## src/rtl/mem_ctrl.sv

```systemverilog
// mem_ctrl: arbiter/serialiser between the IF and MEM pipeline stages and a
// single byte-wide unified RAM port.
//
// Each granted access is split into little-endian byte transfers. Loads are
// reassembled, sign/zero extended, and finished with a one-cycle enable pulse
// to the requester that owns the transaction. MEM requests win over IF.
//
// Ports
//   clk, rst        clock, synchronous active-high reset
//   rdy             global enable; low freezes the controller
//   jump_or_not     pipeline flush; kills IF-owned transactions
//   if_*            IF stage: word fetch request / result / completion pulse
//   mem_*           MEM stage: 1/2/4-byte load/store request / result / pulse
//   ram_*           byte RAM port (read data is valid one cycle after address)
//
// Optional build macro
//   IO_BUF_STALL_EN adds io_buffer_full; stores into the IO region
//                   (addr[17:16] == 2'b11) wait while it is high.

module mem_ctrl #(
  parameter int AddrLen = 32,
  parameter int InstLen = 32
) (
  input  logic               clk,
  input  logic               rst,
  input  logic               rdy,
  input  logic               jump_or_not,
  input  logic               if_request,
  input  logic [AddrLen-1:0] if_addr,
  output logic [InstLen-1:0] if_inst_o,
  output logic               if_enable,
  input  logic               mem_request,
  input  logic               mem_we,
  input  logic [AddrLen-1:0] mem_addr,
  input  logic [2:0]         mem_len,
  input  logic               mem_signed,
  input  logic [InstLen-1:0] mem_data_i,
  output logic [InstLen-1:0] mem_data_o,
  output logic               mem_enable,
`ifdef IO_BUF_STALL_EN
  input  logic               io_buffer_full,
`endif
  input  logic [7:0]         ram_din,
  output logic [7:0]         ram_dout,
  output logic [AddrLen-1:0] ram_a,
  output logic               ram_wr
);

  typedef enum logic [1:0] {IDLE, BUSY, TAIL, DONE} state_t;

  state_t             state, state_n;
  logic [1:0]         cnt;       // index of the byte currently on the bus
  logic [1:0]         len_m1;    // transfer length minus one
  logic [AddrLen-1:0] base;
  logic [InstLen-1:0] wdata;
  logic               we_q;
  logic               own_if;
  logic               sgn_q;
  logic               wr_q;
  logic [InstLen-1:0] buf_q;     // read assembly buffer
  logic [InstLen-1:0] rd_next;
  logic [1:0]         prev_idx;  // byte index presented on the bus last cycle
  logic               prev_vld;  // ... and whether it was a read byte
  logic               grant_mem, grant_if, step, flush, io_hold;
  logic [1:0]         cnt_inc;
  logic [1:0]         len_dec;

`ifdef IO_BUF_STALL_EN
  logic io_q;
  assign io_hold = io_q & io_buffer_full;
`else
  assign io_hold = 1'b0;
`endif

  assign flush   = own_if & jump_or_not;
  assign cnt_inc = cnt + 2'd1;
  assign len_dec = (mem_len == 3'd1) ? 2'd0 : (mem_len == 3'd2) ? 2'd1 : 2'd3;

  // Next state and per-edge control
  always_comb begin
    state_n   = state;
    grant_mem = 1'b0;
    grant_if  = 1'b0;
    step      = 1'b0;
    case (state)
      IDLE: begin
        if (mem_request) begin
          grant_mem = 1'b1;
          state_n   = BUSY;
        end else if (if_request && !jump_or_not) begin
          grant_if = 1'b1;
          state_n  = BUSY;
        end
      end
      BUSY: begin
        if (flush) state_n = IDLE;
        else if (!io_hold) begin
          if (cnt == len_m1) state_n = we_q ? DONE : TAIL;
          else               step    = 1'b1;
        end
      end
      TAIL:    state_n = flush ? IDLE : DONE;
      default: state_n = IDLE;
    endcase
  end

  always_ff @(posedge clk) begin
    if (rst)      state <= IDLE;
    else if (rdy) state <= state_n;
  end

  // Read data arriving now belongs to the address presented last cycle, so the
  // sampler tracks the bus every cycle (rdy included). This keeps the byte
  // alignment right across freezes, when the held address is simply re-read.
  always_comb begin
    rd_next = buf_q;
    if (prev_vld) rd_next[8*prev_idx +: 8] = ram_din;
  end

  function automatic logic [InstLen-1:0] extend(input logic [InstLen-1:0] r,
                                                input logic [1:0] lm1,
                                                input logic sg);
    case (lm1)
      2'd0:    extend = {{(InstLen-8){sg & r[7]}}, r[7:0]};
      2'd1:    extend = {{(InstLen-16){sg & r[15]}}, r[15:0]};
      default: extend = r;
    endcase
  endfunction

  always_ff @(posedge clk) begin
    if (rst) begin
      cnt        <= '0;
      len_m1     <= '0;
      base       <= '0;
      wdata      <= '0;
      we_q       <= 1'b0;
      own_if     <= 1'b0;
      sgn_q      <= 1'b0;
      wr_q       <= 1'b0;
      buf_q      <= '0;
      prev_idx   <= '0;
      prev_vld   <= 1'b0;
      ram_a      <= '0;
      ram_dout   <= '0;
      if_inst_o  <= '0;
      mem_data_o <= '0;
`ifdef IO_BUF_STALL_EN
      io_q       <= 1'b0;
`endif
    end else begin
      prev_vld <= (state == BUSY) && !we_q;
      prev_idx <= cnt;
      if (prev_vld) buf_q <= rd_next;
      if (rdy) begin
        if (grant_mem || grant_if) begin
          cnt      <= '0;
          base     <= grant_mem ? mem_addr : if_addr;
          ram_a    <= grant_mem ? mem_addr : if_addr;
          len_m1   <= grant_mem ? len_dec : 2'd3;
          we_q     <= grant_mem & mem_we;
          wr_q     <= grant_mem & mem_we;
          own_if   <= grant_if;
          sgn_q    <= mem_signed;
          wdata    <= mem_data_i;
          ram_dout <= grant_mem ? mem_data_i[7:0] : 8'h00;
`ifdef IO_BUF_STALL_EN
          io_q     <= grant_mem & mem_we & (mem_addr[17:16] == 2'b11);
`endif
        end else begin
          if (step) begin
            cnt      <= cnt_inc;
            ram_a    <= base + AddrLen'(cnt_inc);
            ram_dout <= wdata[8*cnt_inc +: 8];
          end
          if (state_n != BUSY) wr_q <= 1'b0;
          if (state == TAIL && state_n == DONE) begin
            if (own_if) if_inst_o  <= rd_next;
            else        mem_data_o <= extend(rd_next, len_m1, sgn_q);
          end
        end
      end
    end
  end

  // A stalled IO byte or a frozen cycle must not strobe the RAM
  assign ram_wr     = wr_q & rdy & ~io_hold;
  assign if_enable  = (state == DONE) & own_if & ~jump_or_not & rdy;
  assign mem_enable = (state == DONE) & ~own_if & rdy;

endmodule

```

## config.mk

```make
export PLATFORM = sky130hd
export DESIGN_NAME = mem_ctrl
export DESIGN_NICKNAME = d
export VERILOG_FILES = /design/src/rtl/mem_ctrl.sv
export SDC_FILE = /design/constraint.sdc
export NUM_CORES = 1
export LEC_CHECK = 0
export BUFFER_PORTS_ARGS = -buffer_cell sky130_fd_sc_hd__buf_2
export CAP_MARGIN = 15
export CORE_UTILIZATION = 30
export DETAILED_ROUTE_END_ITERATION = 6
export HOLD_SLACK_MARGIN = 0.12
export PLACE_DENSITY_LB_ADDON = 0.2
export SETUP_SLACK_MARGIN = 0.05
export SLEW_MARGIN = 40
export SYNTH_ARGS = -nofsm -noshare
export SYNTH_HDL_FRONTEND = slang
export SYNTH_SLANG_ARGS = --single-unit
```

## constraint.sdc

```tcl
create_clock -name clk -period 6.7 [get_ports clk]
set_input_delay 1.34 -clock clk [delete_from_list [all_inputs] [get_ports clk]]
set_output_delay 1.34 -clock clk [all_outputs]
set_load 0.02 [all_outputs]
```

* Word level (Yosys, flattened, before mapping) *
Cells that the tools add are included.

operators by class
  add/subtract/negate cells = 3
  equality and inequality tests = 9
  shift-type cells = 3
  muxes and demuxes = 31
  bitwise operators = 13
  reductions and logical operators = 15

operators by type and width
  kind                                                                      number
  32-bit 2-to-1 mux                                                         4
  32-bit one-hot mux with 2 select lines                                    1
  5-bit negator with 34-bit output                                          1
  8-bit by 34-bit variable shift with 32-bit output (first input constant)  1
  8-bit by 34-bit indexed part select with 32-bit output                    1
  32-bit by 2-bit adder with 32-bit output                                  1
  32-bit bitwise mux                                                        1
  32-bit by 6-bit indexed part select with 8-bit output                     1
  8-bit 2-to-1 mux                                                          3
  2-bit 2-to-1 mux                                                          10
  1-bit 2-to-1 mux                                                          11
  1-bit AND                                                                 10
  4-bit AND reduction                                                       2
  2-bit equality test (second input constant)                               3
  2-bit one-hot mux with 3 select lines                                     1
  2-bit AND reduction                                                       3
  2-bit by 1-bit equality test with 1-bit output (second input constant)    2
  2-bit logical NOT                                                         2
  2-bit nonzero test                                                        2
  3-bit by 1-bit equality test with 1-bit output (second input constant)    1
  3-bit by 2-bit equality test with 1-bit output (second input constant)    1
  1-bit logical AND                                                         3
  1-bit NOT                                                                 3
  2-bit by 1-bit adder with 2-bit output (second input constant)            1
  other kinds (4)                                                           5

storage, ports and cells
  bits in registers = 213
  logic and storage cells = 90

* Depth between registers and ports, before layout *
  word-level depth = 8
  mapped depth = 10
  depth with buffers taken out = 7

* Worst setup path after synthesis *
Ideal clock, no wire load.

  path type = input -> output
  from = in rdy
  to = out if_enable
  arrival = 2.028 ns
  data required time = 5.360 ns
  slack = 3.332 ns
  stages = 3
  path through = clkbuf_1 -> nand3_1 -> nor2_1

between the ends
  word-level cells in the longest chain between the ends = 1

ends and longest elaborated chain
  element      RTL line  text
  from (decl)  26        input logic rdy,
  1-bit AND    187       assign if_enable = (state == DONE) & own_if & ~jump_or_not & rdy;
  to (decl)    31        output logic if_enable,

No other way between the ends.

* Final worst setup path *
Same ends and word-level chain as after synthesis.

==> results.py <==
metrics = {
    "pwr": {
        "switching_power_mw": 0.871,
        "seqPwrFrac_pct": 44.7,
        "p_comb_share_pct": 13.0,
        "power_density_mw_per_mm2": 276,
        "p_clk_share_pct": 42.3,
        "intPower_mw": 2.25,
        "swShare_pct": 27.9,
        "max-vdd-ir-drop_mv": 0.154,
        "p_leak_nw": 4.36,
    },
    "worst_setup_path": {
        "cp_max_fo": 24,
        "critPathRequiredTime_ns": 5.36,
        "startpoint_type": "input port",
        "cp_slowest_cell": "buf_2",
        "cp_slowest_stage_delay_ns": 0.40,
        "timing.critical_path.cells": "buf_2 -> nand3_1 -> nor2_1 -> buf_2",
        "arrival_ns": 2.28,
        "end_kind": "primary output",
        "critPathTopFamily": "buffers and inverters",
        "path_buf_inv": 2,
        "worstSetupPathType": "input port to primary output",
        "crit_top_cell": "buf_2",
    },
    "global_route": {
        "antenna_found_initial": 3,
        "grt_pass1_vias": 7949,
        "grt_overflow": 0,
        "grt_first_pass_wirelength_mm": 45.4,
        "grtUsageTotal_pct": 18.4,
        "grt_max_degree": 98,
    },
    "synthesis": {
        "synthesis.nets": 1173,
        "yosysWarnings": 0,
        "synth_area_per_cell_um2": 8.68,
        "async_reset_ff_share_pct": 0,
        "synth_edf_count": 0,
        "ys_ff_latch": 213,
        "ys_types": 66,
        "ys_seq_area_share_pct": 46.8,
        "syn_inst": 1051,
        "synth.cell_area_mm2": 0.00912,
        "synth_ff_type": "dfxtp_1",
    },
    "floorplan": {
        "start_util_pct": 30.6,
        "fp-row-count": 63,
        "die_y_um": 176,
        "fp.dieW_um": 176,
        "die-area_mm2": 0.0311,
        "coreArea_mm2": 0.0298,
        "io_pins": 222,
    },
    "final_layout": {
        "fillers": 3135,
        "final_common_cell": "buf_2",
        "final_cell_mix": "buf_2, dfxtp_1, nor2_1",
        "drive_gt1_share_pct": 25.1,
        "instances_no_fill": 1634,
        "nets": 1345,
        "fin_util_pct": 37.9,
        "area_delta_synth_final_pct": 23.8,
    },
    "timing": {
        "hold_violations": 0,
        "period_share_pct": 54.1,
        "whs_ns": 0.450,
        "finalMaxSlewViolations": 0,
        "clock_skew_ns": 0.0171,
        "grt_setup_unrepaired": "no",
        "setup_tns_ns": 0,
        "max_freq_ghz": 0.276,
        "setup_viol": 0,
        "tightest_slew_ns": 0.804,
        "slew_headroom_pct": 46.4,
        "fin_crit_ns": 3.62,
    },
    "cts": {
        "clk_path_buf_depth": 3,
        "cts.sinks": 213,
        "clkTransAtPathRegs_ns": 0.06,
        "root_buffer": "clkbuf_16",
        "postCtsResizedCells": 0,
        "numCtsBuffers": 25,
        "post_cts_buffers": 0,
        "cts_tree": "done",
        "cts_max_level": 1,
        "clk_latency_ns": 0.53,
        "hold_buffers": 0,
    },
    "drt": {
        "ant_nets": 0,
        "dr.first_iter.drc_count": 635,
        "drc": 0,
        "vias_per_cell": 5.20,
        "drt-total-wl_mm": 29.4,
        "drt_pass1_iterations": 4,
        "wl_per_cell_um": 18.0,
        "vias": 8502,
    },
    "place": {
        "place_inst": 1586,
        "gp_congestion": 0.804,
        "dpl.hpwl_mm": 19.5,
        "port_buffers": 221,
    },
    "outcome": {
        "status": "finished, final reports clean",
    },
    "min_path": {
        "hold_class": "register to register",
    },
    "job": {
        "max_cap_violations": 0,
    },
}
-- registers in the layout (all words and copies together) (netlist names), 8 cells and up --
signal / flops
base: 32
buf_q: 32
wdata: 32
if_inst_o: 32
ram_dout: 8
ram_a: 32
mem_data_o: 32
-- per-stage QoR --
step / area, um^2 / total power [mW] / setup WS, ns
2_1_floorplan: 9120 / 1.67 / 3.33
3_3_place_gp: 10500 / 1.82 / 2.96
3_5_place_dp: 10500 / 1.83 / 2.88
4_1_cts: 11300 / 3.16 / 3.03
5_1_grt: 11300 / 3.26 / 2.94
6_report: 11300 / 3.12 / 3.08
-- per-layer routing --
metal | part of all wire, % | wire (um) | global-route usage, % | vias up
li1 | - | - | - | 4166
met1 | 47 | 13900 | 25.1 | 4037
met2 | 45 | 13300 | 29.9 | 255
met3 | 5.6 | 1640 | 3.04 | 44
met4 | 2.2 | 637 | 4.71 | 0
met5 | 0 | 0 | 0 | -
-- worst paths after layout --
path / to / start / slack [ns] / cells after the start
worst min register to register: ram_a[11] / ram_a[11] / 0.45 / 2
worst min-delay path: ram_a[11] / ram_a[11] / 0.45 / 2
worst max-delay path: if_enable / rdy / 3.08 / 4
worst max register to register: ram_a[25] / cnt[1] / 3.72 / 6
-- worst register-to-register path: stages (launching register included) --
cell	delay, ns
dfxtp_1	0.80
xor2_1	0.28
o211ai_1	0.66
nand2_2	0.47
buf_4	0.38
a31o_2	0.24
a21oi_1	0.11
-- Yosys cell counts (18+ instances only) --
master / count / share of area [%]
nand2b_1: 20 / 1.4
a21oi_1: 68 / 3.7
o21ai_0: 35 / 1.9
a22oi_1: 39 / 3.2
clkbuf_1: 55 / 2.3
nor2_1: 162 / 6.7
nor3_1: 22 / 1.2
a211oi_1: 69 / 5.7
buf_2: 18 / 0.99
dfxtp_1: 213 / 47
nand2_1: 120 / 4.9
-- cell families (layout without fill, tap and decap cells) --
kind of cell / after synthesis / count (layout) / share of synthesized area [%]
and+or+nand+nor: 396 / 396 / 19.6
adders and majority gates: 7 / 7 / 1.04
muxes: 15 / 15 / 2.74
buffers and inverters: 95 / 286 / 4.43
other: 0 / 2 / 0
xor gates and xnor gates: 21 / 21 / 2.02
AOI/OAI and AO/OA: 304 / 304 / 23.4
DFF: 213 / 213 / 46.8
-- power by group through the flow --
| stage | combinational, mW | clock (mW) | sequential [mW] |
|---|---|---|---|
| after floorplan | 0.232 | 0 | 1.44 |
| after global placement | 0.400 | 0 | 1.42 |
| after detailed placement | 0.405 | 0 | 1.42 |
| after CTS | 0.407 | 1.35 | 1.39 |
| after global routing | 0.445 | 1.41 | 1.40 |
| final | 0.405 | 1.32 | 1.39 |
-- cell type report --
cell class,count,area (um^2),share of cell area (%)
Multi-Input combinational cell,743,4520,40.0
Clock buffer,34,699,6.19
Clock inverter,12,93.8,0.831
Antenna cell,2,5.00,0.0443
Inverter,9,33.8,0.299
Timing Repair Buffer,231,1190,10.5
Tap cell,390,488,4.32
Sequential cell,213,4270,37.8
Power figures use the tool's default switching activity.
